===== src/rtl/garage_ctrl_multi.sv =====
// Multi-door garage controller: one independent FSM per door, each with mid-travel
// stop/resume, obstruction auto-reverse, a run watchdog and an optional auto-close.
module garage_door_ch #(
   parameter int MOVE_TIMEOUT = 1000,
   parameter int AUTO_CLOSE   = 0,
   parameter int CNT_W        = 16
) (
   input  logic clk,
   input  logic rst,
   input  logic activate,
   input  logic up_max,
   input  logic dn_max,
   input  logic obstruct,
   input  logic clr_fault,
   output logic up_m,
   output logic dn_m,
   output logic fault,
   output logic run_nxt
);
   typedef enum logic [1:0] {IDLE, MV_UP, MV_DN, FAULT} state_t;

   localparam logic [CNT_W-1:0] TO_LAST = CNT_W'(MOVE_TIMEOUT - 1);
   localparam logic [CNT_W-1:0] AC_LAST = CNT_W'((AUTO_CLOSE > 0) ? AUTO_CLOSE - 1 : 0);

   state_t           state, nxt;
   logic [CNT_W-1:0] tmr, tmr_nxt;
   logic             act_q, act_rise;
   logic             last_up, last_up_nxt;

   assign act_rise = activate & ~act_q;

   always_comb begin
      nxt     = state;
      tmr_nxt = tmr;
      case (state)
         IDLE: begin
            tmr_nxt = '0;
            if (act_rise) begin
               if (up_max && dn_max)       nxt = FAULT;
               else if (dn_max)            nxt = MV_UP;
               else if (up_max || last_up) begin
                  if (!obstruct)           nxt = MV_DN;
               end
               else                        nxt = MV_UP;
            end
            else if (AUTO_CLOSE > 0 && up_max && !dn_max && !obstruct) begin
               if (tmr == AC_LAST) nxt = MV_DN;
               else                tmr_nxt = tmr + 1'b1;
            end
         end
         MV_UP: begin
            if (up_max)              nxt = IDLE;
            else if (act_rise)       nxt = IDLE;
            else if (tmr == TO_LAST) nxt = FAULT;
            else                     tmr_nxt = tmr + 1'b1;
         end
         MV_DN: begin
            if (dn_max)              nxt = IDLE;
            else if (obstruct)       nxt = MV_UP;
            else if (act_rise)       nxt = IDLE;
            else if (tmr == TO_LAST) nxt = FAULT;
            else                     tmr_nxt = tmr + 1'b1;
         end
         default: begin
            if (clr_fault) nxt = IDLE;
         end
      endcase
      // Any state change (including auto-reverse) restarts the timer.
      if (nxt != state) tmr_nxt = '0;
      last_up_nxt = last_up;
      if (nxt == MV_UP)      last_up_nxt = 1'b1;
      else if (nxt == MV_DN) last_up_nxt = 1'b0;
   end

   assign run_nxt = (nxt == MV_UP) || (nxt == MV_DN);

   always_ff @(posedge clk or posedge rst) begin
      if (rst) begin
         state   <= IDLE;
         tmr     <= '0;
         act_q   <= 1'b0;
         last_up <= 1'b0;
         up_m    <= 1'b0;
         dn_m    <= 1'b0;
         fault   <= 1'b0;
      end
      else begin
         state   <= nxt;
         tmr     <= tmr_nxt;
         act_q   <= activate;
         last_up <= last_up_nxt;
         up_m    <= (nxt == MV_UP);
         dn_m    <= (nxt == MV_DN);
         fault   <= (nxt == FAULT);
      end
   end
endmodule

module garage_ctrl_multi #(
   parameter int N_DOORS      = 2,
   parameter int MOVE_TIMEOUT = 1000,
   parameter int AUTO_CLOSE   = 0,
   parameter int CNT_W        = 16
) (
   input  logic               clk,
   input  logic               rst,
   input  logic [N_DOORS-1:0] activate,
   input  logic [N_DOORS-1:0] up_max,
   input  logic [N_DOORS-1:0] dn_max,
   input  logic [N_DOORS-1:0] obstruct,
   input  logic [N_DOORS-1:0] clr_fault,
   output logic [N_DOORS-1:0] up_m,
   output logic [N_DOORS-1:0] dn_m,
   output logic [N_DOORS-1:0] fault,
   output logic               busy
);
   logic [N_DOORS-1:0] run_nxt;

   for (genvar d = 0; d < N_DOORS; d++) begin : g_door
      garage_door_ch #(
         .MOVE_TIMEOUT(MOVE_TIMEOUT),
         .AUTO_CLOSE  (AUTO_CLOSE),
         .CNT_W       (CNT_W)
      ) u_ch (
         .clk      (clk),
         .rst      (rst),
         .activate (activate[d]),
         .up_max   (up_max[d]),
         .dn_max   (dn_max[d]),
         .obstruct (obstruct[d]),
         .clr_fault(clr_fault[d]),
         .up_m     (up_m[d]),
         .dn_m     (dn_m[d]),
         .fault    (fault[d]),
         .run_nxt  (run_nxt[d])
      );
   end

   // Built from next-state enables so busy lines up with the registered motors.
   always_ff @(posedge clk or posedge rst) begin
      if (rst) busy <= 1'b0;
      else     busy <= |run_nxt;
   end
endmodule


===== config.mk =====
export PLATFORM = sky130hd
export DESIGN_NAME = garage_ctrl_multi
export DESIGN_NICKNAME = d
export VERILOG_FILES = /design/src/rtl/garage_ctrl_multi.sv
export SDC_FILE = /design/constraint.sdc
export NUM_CORES = 1
export LEC_CHECK = 0
export CAP_MARGIN = 25
export CORE_ASPECT_RATIO = 0.75
export CORE_MARGIN = 5
export CORE_UTILIZATION = 40
export CTS_CLUSTER_DIAMETER = 40
export DETAILED_ROUTE_END_ITERATION = 10
export PLACE_DENSITY = 0.66
export RECOVER_POWER = 25
export SETUP_SLACK_MARGIN = 0.1
export SKIP_LAST_GASP = 1
export SYNTH_ARGS = -nofsm -noshare
export SYNTH_HDL_FRONTEND = slang
export SYNTH_SLANG_ARGS = --single-unit

===== constraint.sdc =====
create_clock -name clk -period 3.25 [get_ports clk]
set_input_delay 0.4875 -clock clk [delete_from_list [all_inputs] [get_ports clk]]
set_output_delay 0.4875 -clock clk [all_outputs]
set_load 0.01 [all_outputs]

Word level (Yosys, flattened, before mapping)
Cells that the tools add are included.

storage, ports and cells
  register bits = 47
  input bits = 12
  output and inout port bits = 7
  logic and storage cells = 98

cells by class
  add/sub/neg operators = 2
  equal/unequal tests = 20
  mux-type cells = 42
  bitwise operators = 4
  reductions and logical operators = 15

operators with widths
  operator               count
  $mux 16                12
  $pmux 16 s3            2
  $mux 2                 22
  $add 16x1->16 const B  2
  $eq 16x10->1 const B   2
  $ne 3x2->1 const B     6
  $eq 2x2->1 const B     6
  $pmux 2 s3             2
  $eq 2x1->1 const B     4
  $reduce_and 4->1       2
  $reduce_bool 4->1      2
  $logic_not 2->1        2
  $logic_or 1x1->1       4
  $mux 1                 4
  $ne 2x2->1             2
  $reduce_bool 2->1      2
  $and 1x1->1            2
  $logic_and 1x1->1      2
  $not 1->1              2
  $reduce_or 2->1        1

Depth between registers and ports, before layout
  depth in word-level cells = 9
  gate-level depth with buffers = 11
  mapped depth without buffers = 10

Hierarchy
From an unflattened synthesis, not the netlist that was laid out.

second synthesis, totals
  cells, all modules = 314
  area, all modules = 2,937.8 um^2

by module, submodules not included
  module                            instances  cells each  area an instance (um^2)  sequential area each (um^2)
  garage_door_ch at g_door[1].u_ch  1          157         1,456.4                  575.6
  garage_door_ch at g_door[0].u_ch  1          154         1,446.4                  575.6
  garage_ctrl_multi                 1          3           35.0                     25.0

Worst setup path after synthesis
Ideal clock, no wire load.

  kind = register -> register
  start = register g_door[1].u_ch.state[1]
  end = register g_door[1].u_ch.last_up
  setup time = 0.125 ns
  arrival = 2.265 ns
  required time = 3.125 ns
  setup slack = 0.860 ns
  cell stages (with the launch flop) = 12
  path buffers = 1
  period minus slack after synthesis = 2.390 ns
  cell sequence = dfrtp_1 clkbuf_1 inv_1 ha_1 nor2b_1 a21oi_1 nor3_1 a31oi_1 nor2_1 or2_2 ha_1 mux2_2

between the ends
  longest elaborated chain between the ends = 8
  elaborated cells between the ends (all ways) = 19
  classes of those cells = eq/ne (4); mux (13); reduce/logical (2)

ends and longest elaborated chain
  element                                             RTL line  RTL
  start: declaration                                  25        state_t state, nxt;
  start signal: assignment                            88        state <= nxt;
  $mux 2                                              42        if (!obstruct) nxt = MV_DN;
  $mux 2                                              41        else if (up_max || last_up) begin
  $mux 2                                              40        else if (dn_max) nxt = MV_UP;
  $mux 2                                              39        if (up_max && dn_max) nxt = FAULT;
  $mux 2                                              38        if (act_rise) begin
  $pmux 2 s3 *                                        35        case (state)
  via g_door[1].u_ch.nxt[1]                           25
  $eq 2x1->1 / $eq 2x2->1 (equally long branches)     71, 72
  $mux 1 / $reduce_bool 2->1 (equally long branches)  n/a
  end signal: assignment                              91        last_up <= last_up_nxt;
  end: declaration                                    28        logic last_up, last_up_nxt;

Mark *: on every way through the listed nets, which the timed path passes. The rest lies on a longest branch.
A chain may end at the register's enable or synchronous reset.

Worst setup path in the final report
  start = register g_door[0].u_ch.state[0]
  end = register g_door[0].u_ch.tmr[6]

between the ends
  longest elaborated chain between the ends = 9
  elaborated cells between the ends (all ways) = 23
  classes of those cells = eq/ne (6); mux (14); reduce/logical (3)

ends and longest elaborated chain
  element                                                           RTL line  RTL
  start: declaration                                                25
  start signal: assignment                                          88
  $mux 2                                                            42
  $mux 2                                                            41
  $mux 2                                                            40
  $mux 2                                                            39
  $mux 2                                                            38
  $pmux 2 s3                                                        35
  $ne 2x2->1                                                        69        if (nxt != state) tmr_nxt = '0;
  $ne 3x2->1 (no line) / $reduce_bool 4->1 (equally long branches)  n/a
  $reduce_and 4->1 (no line)                                        n/a
  end signal: assignment                                            89        tmr <= tmr_nxt;
  end: declaration                                                  26        logic [CNT_W-1:0] tmr, tmr_nxt;

Several ways; a longest one is shown, not always the timed one.

==> results.md <==
- CTS tree: built
- # fillers: 692
- Hold Path Sink: g_door[1].u_ch.last_up
- Post-Syn Instances: 359
- Status: finished with violations
- Number of H-tree levels: 2
- Hold Crit Class: register to register
- Failing checks: max-capacitance violations, max-slew violations
- Antenna cells: 0
- Largest net degree at the start of global routing: 35
- Resize count post-CTS: 0
- TritonRoute pass-1 iters: 4
- Yosys cell types: 50
- Die W: 111 um
- Critical Path End Type: register
- Synthesized flop and latch total: 47
- Clock buffer depth: 2
- Number of max-cap violations: 1
- IO buf count: 18
- Post-synthesis cell area: 3070 um2
- CP Class: register to register
- First-pass GRT wire length: 11.9 mm
- Most common cell after layout, fill and taps aside: dfrtp_1
- DRT iter0 DRCs: 166
- Mapped Nets: 387
- Number of synthesized flops with an enable pin: 0
- Layout Nets: 403
- Residual DRC: 0
- # setup viols final: 0
- Cts hold-fix bufs: 0
- Die height: 85.8 um
- Yosys synthesis warning count: 0
- Final Skew: 0.0101 ns
- Clock sink count: 47
- Synth Flop Type: dfrtp_1
- GRT Total Usage: 0.151
- Unrepaired setup endpoints after global routing: false
- Slew at the pin closest to its max-slew limit: 1.60 ns
- Worst endpoint required time: 3.47 ns
- Clk Tree Root Cell: clkbuf_8
- Hold path cells: 1
- Critical Path AT: 2.95 ns
- Critical path peak fanout: 16
- R2R cell count: 8
- HPWL Detailed: 4.94 mm
- Layout area overhead: 11.8%
- FF-to-FF setup slack: 0.53 ns
- Number of global-route vias before repair: 2342
- Hold Fails Final Rpt: 0
- Commonest non-fill, non-tap cells in the layout: dfrtp_1 (47), nor2_1 (43), a21oi_1 (42)
- Pwr/cell area: 576 nW/um2
- Core area: 7400 um2
- Std cell rows: 27
- Maximum vdd drop: 0.000277 V
- Leakage power: 1.47 nW
- Fin. max-slew vios: 35
- Fraction of layout instances using a drive strength above 1: 0.0745
- Startpoint Class: register
- Post-synth top area share: 0.384
- Register area share after synthesis: 0.384
- Crit share post-route: 0.838
- Starting Density: 0.414
- Antenna-violating nets left: 0
- DR vias: 2661
- Number of vias per cell: 5.58
- Initial antenna violation count: 0
- Total routed wirelength: 7.00 mm
- Reg2Reg Capture Point: g_door[0].u_ch.tmr[6]
- Min Clock Period, post-route: 2.72 ns
- Worst hold start: g_door[1].u_ch.last_up
- DR WL/cell: 14.7 um
- Post-CTS setup buffers: 0
- Reg clk slew, reported paths: 0.10 ns
- Synth top area cells: dfrtp_1 (38%), a21oi_1 (6.9%), ha_1 (6.5%)
- Max_slew headroom: -0.0651
- Die Area: 9530 um2
- Syn_area_per_cell: 8.54 um2
- Total Power: 1.97 mW
- Placer's final routability congestion estimate: 0.910
- RR Startpoint: g_door[0].u_ch.state[0]
- Setup TNS: 0 ns
- Synth area leader: dfrtp_1
- Peak Freq: 367 MHz
- CTS Buf Count: 5
- Worst skew pair latency: 0.31 ns
- Ys async rst share: 1.00
- IO Count: 19
- GRT overflow: 0
## cell type report
type,instances,area (um2),share of cell area
clock buffer,5,68.8,0.0201
clock inverter,3,27.5,0.00803
inverter,16,60.1,0.0175
multi-input combinational,281,1740,0.507
sequential,47,1180,0.343
tap,101,126,0.0369
timing repair buffer,24,230,0.0672
## worst max-delay path: stages (launching register included)
cell,delay (ns)
dfrtp_1,0.47
inv_1,0.14
ha_1,0.26
or3b_1,0.37
a21oi_1,0.20
nor2_1,0.06
a22o_1,0.23
a2111o_1,0.66
a211oi_1,0.25
## registers in the layout (all words and copies together) (netlist names)
| signal | cells |
|---|---|
| g_door.u_ch.act_q | 2 |
| g_door.u_ch.dn_m | 2 |
| busy | 1 |
| g_door.u_ch.state | 4 |
| g_door.u_ch.fault | 2 |
| g_door.u_ch.last_up | 2 |
| g_door.u_ch.up_m | 2 |
| g_door.u_ch.tmr | 32 |
## worst max path at each step
stage	start	end	slack (ns)	depth (start not counted)
2_1_floorplan	g_door[1].u_ch.state[1]	g_door[1].u_ch.last_up	0.86	11
3_3_place_gp	activate[0]	busy	0.40	9
3_5_place_dp	obstruct[0]	g_door[0].u_ch.tmr[6]	0.39	7
4_1_cts	g_door[0].u_ch.state[0]	g_door[0].u_ch.tmr[6]	0.53	8
5_1_grt	rst	g_door[1].u_ch.tmr[0]	0.16	3
6_report	g_door[0].u_ch.state[0]	g_door[0].u_ch.tmr[6]	0.53	8
## Yosys cell counts (all sizes together) (8+ instances only)
master  count
inv        16
ha         16
nand4      10
nor3       19
nor2       44
nand2      17
a21o       16
buf         8
or3         9
dfrtp      47
a21oi      42
o21ai      18
nand3      14
## metal layers
layer  vias up  track usage  routed length [um]
met4         0       0.0331                  57
met2        61        0.210                2840
met3         4       0.0339                 353
met5         -            0                   0
met1      1258        0.237                3750
li1       1338            -                   -
## stage by stage
step / instance area (um2) / instances / util / setup slack [ns] / hold WS, ns
floorplan: 3070 / 359 / - / 0.860 / 0.486
global placement: 3320 / 468 / 0.449 / 0.402 / 0.529
detailed placement: 3340 / 469 / 0.451 / 0.393 / 0.531
CTS: 3440 / 477 / 0.464 / 0.528 / 0.452
global route: 3430 / 477 / 0.463 / 0.158 / 0.585
finish: 3430 / 477 / 0.463 / 0.525 / 0.549
## kinds of logic after synthesis
logic type                 after synthesis  synth area share
and+or+nand+nor                        157             0.276
AOI/OAI and AO/OA                      105             0.215
DFF                                     47             0.384
buffers and inverters                   31            0.0490
adders and majority gates               16            0.0653
muxes                                    3            0.0110
## where the power goes
group	leakage [nW]	internal (mW)	switching [mW]	total [mW]
sequential	0.647	0.630	0.0478	0.678
combinational	0.775	0.378	0.534	0.912
clock	0.0467	0.160	0.223	0.383
total	1.47	1.17	0.805	1.97
Note: power is estimated with default switching activity, not from simulation.
==> patch (same settings) <==
`AUTO_CLOSE` is set to 0 in 2 places; all go to 1.
--- a/src/rtl/garage_ctrl_multi.sv
+++ b/src/rtl/garage_ctrl_multi.sv
@@ -2,7 +2,7 @@
 // stop/resume, obstruction auto-reverse, a run watchdog and an optional auto-close.
 module garage_door_ch #(
    parameter int MOVE_TIMEOUT = 1000,
-   parameter int AUTO_CLOSE   = 0,
+   parameter int AUTO_CLOSE   = 1,
    parameter int CNT_W        = 16
 ) (
    input  logic clk,
@@ -99,7 +99,7 @@
 module garage_ctrl_multi #(
    parameter int N_DOORS      = 2,
    parameter int MOVE_TIMEOUT = 1000,
-   parameter int AUTO_CLOSE   = 0,
+   parameter int AUTO_CLOSE   = 1,
    parameter int CNT_W        = 16
 ) (
    input  logic               clk,
Check against the original RTL: not equivalent (a bounded check fails within 4 cycles, from zero or initial values and one cycle with rst high).
==> patch against the original RTL <==
  * Total power increased by 20%
  * Cell area grew 3.6%
  * Area after synthesis grew 4.4%
  * Sequential cell count did not move
  * Sequential share of layout area shrank 1.2 points
  * Combinational power up 37%
  * Routed wire length decreased by 0.20%
  * The flow still finishes with violations (capacitance limit, slew limit)
  * Worst setup slack got worse by 0.21 ns
==> patch: results (changes against the original RTL) <==
| Metric | Value |
|---|---|
| Status | `finished with violations` |
| Failing checks | `capacitance limit, slew limit` |
| Switching pwr | `0.00106 W (+32%)` |
| DR WL/cell | `14.7 µm (about the same)` |
| Seq Cell Count | `47 (unchanged)` |
| Vias in the first global route | `2419 (+3.3%)` |
| Relative slew slack | `-0.107 (-0.0421)` |
| CP delay by family, top | `simple AND/OR/NAND/NOR gates` |
| Post-synthesis mux area share | `0.0133 (+0.00227)` |
| Iteration-0 DRC Markers | `250 (+51%)` |
| Mapped Nets | `385 (-0.52%)` |
| Worst-path fanout max | `4 (-12)` |
| Clkbuf count | `6 (+1)` |
| Routed WL | `6980 µm (-0.20%)` |
| P&R area growth vs syn | `11.0%` |
| # Taps | `105 (+4.0%)` |
| Adder-Cell Fraction of Synth Area | `0.0704 (+0.00506)` |
| Data buffer area share | `0.0620 (-0.00518)` |
| Nets | `400 (-0.74%)` |
| Worst slack at placement | `0.182 ns (-0.211 ns)` |
| Inverters | `18 (+2)` |
| Top cells by count, synth | `47 x dfrtp_1, 26 x o21ai_0, 25 x nor2_1` |
| Max Slew Vio Count | `39 (+11%)` |
| Max Cap Viol | `1 (unchanged)` |
| Ratio of cells with drive above 1 in the final layout | `0.0997 (+0.0253)` |
| Seq/Total Area, Yosys | `0.367 (-0.0162)` |
| Final HPWL DP | `4990 µm (+0.92%)` |
| Post-synthesis xor/xnor area fraction | `0.0383 (+0.0383)` |
| Clock share of power | `0.166 (-0.028)` |
| Clock skew | `0.0102 ns (+0.0000472 ns)` |
| Slowest stage cell, crit path | `or4_4` |
| Pleak | `1.44 nW (-2.1%)` |
| Largest net degree at the start of global routing | `48 (+37%)` |
| Non-Clock Buffer Count | `23 (-4.2%)` |
| Overall power | `0.00237 W (+20%)` |
| Worst VDD drop | `329 µV (+19%)` |
| Post-synth cell types | `61 (+22%)` |
| GRT Util Overall | `0.149 (-0.00248)` |
| Clock-cell share | `0.0278 (-0.000285)` |
| Gpl congestion | `0.969 (+6.4%)` |
| WP data arrival | `3.13 ns (+0.18 ns)` |
| Avg Cell Area, Syn | `9.02 µm² (+5.6%)` |
| First-pass GRT wire length | `11900 µm (+0.12%)` |
| Comb_multi_in | `275 (-2.1%)` |
==> patch: path summary, 6_finish.rpt <==
path	slack, ns	depth (start not counted)	startpoint	to
max in group asynchronous	0.67	3	rst	g_door[1].u_ch.act_q$_DFF_PP0_
min reg2reg	0.56	2	g_door[0].u_ch.tmr[15]$_DFFE_PP0P_	g_door[0].u_ch.tmr[15]$_DFFE_PP0P_
max reg2reg	0.32	7	g_door[0].u_ch.tmr[3]$_DFFE_PP0P_	busy$_DFF_PP0_
max	0.32	7	g_door[0].u_ch.tmr[3]$_DFFE_PP0P_	busy$_DFF_PP0_
min	0.56	2	g_door[0].u_ch.tmr[15]$_DFFE_PP0P_	g_door[0].u_ch.tmr[15]$_DFFE_PP0P_
min in group asynchronous	0.58	2	rst	g_door[0].u_ch.tmr[1]$_DFFE_PP0P_
==> patch: layer usage <==
metal,vias up,track usage,wire length (µm)
met2,88,0.222,3030
met5,-,0,0
met4,0,0.0513,93
met3,9,0.0306,373
li1,1327,-,-
met1,1300,0.214,3490
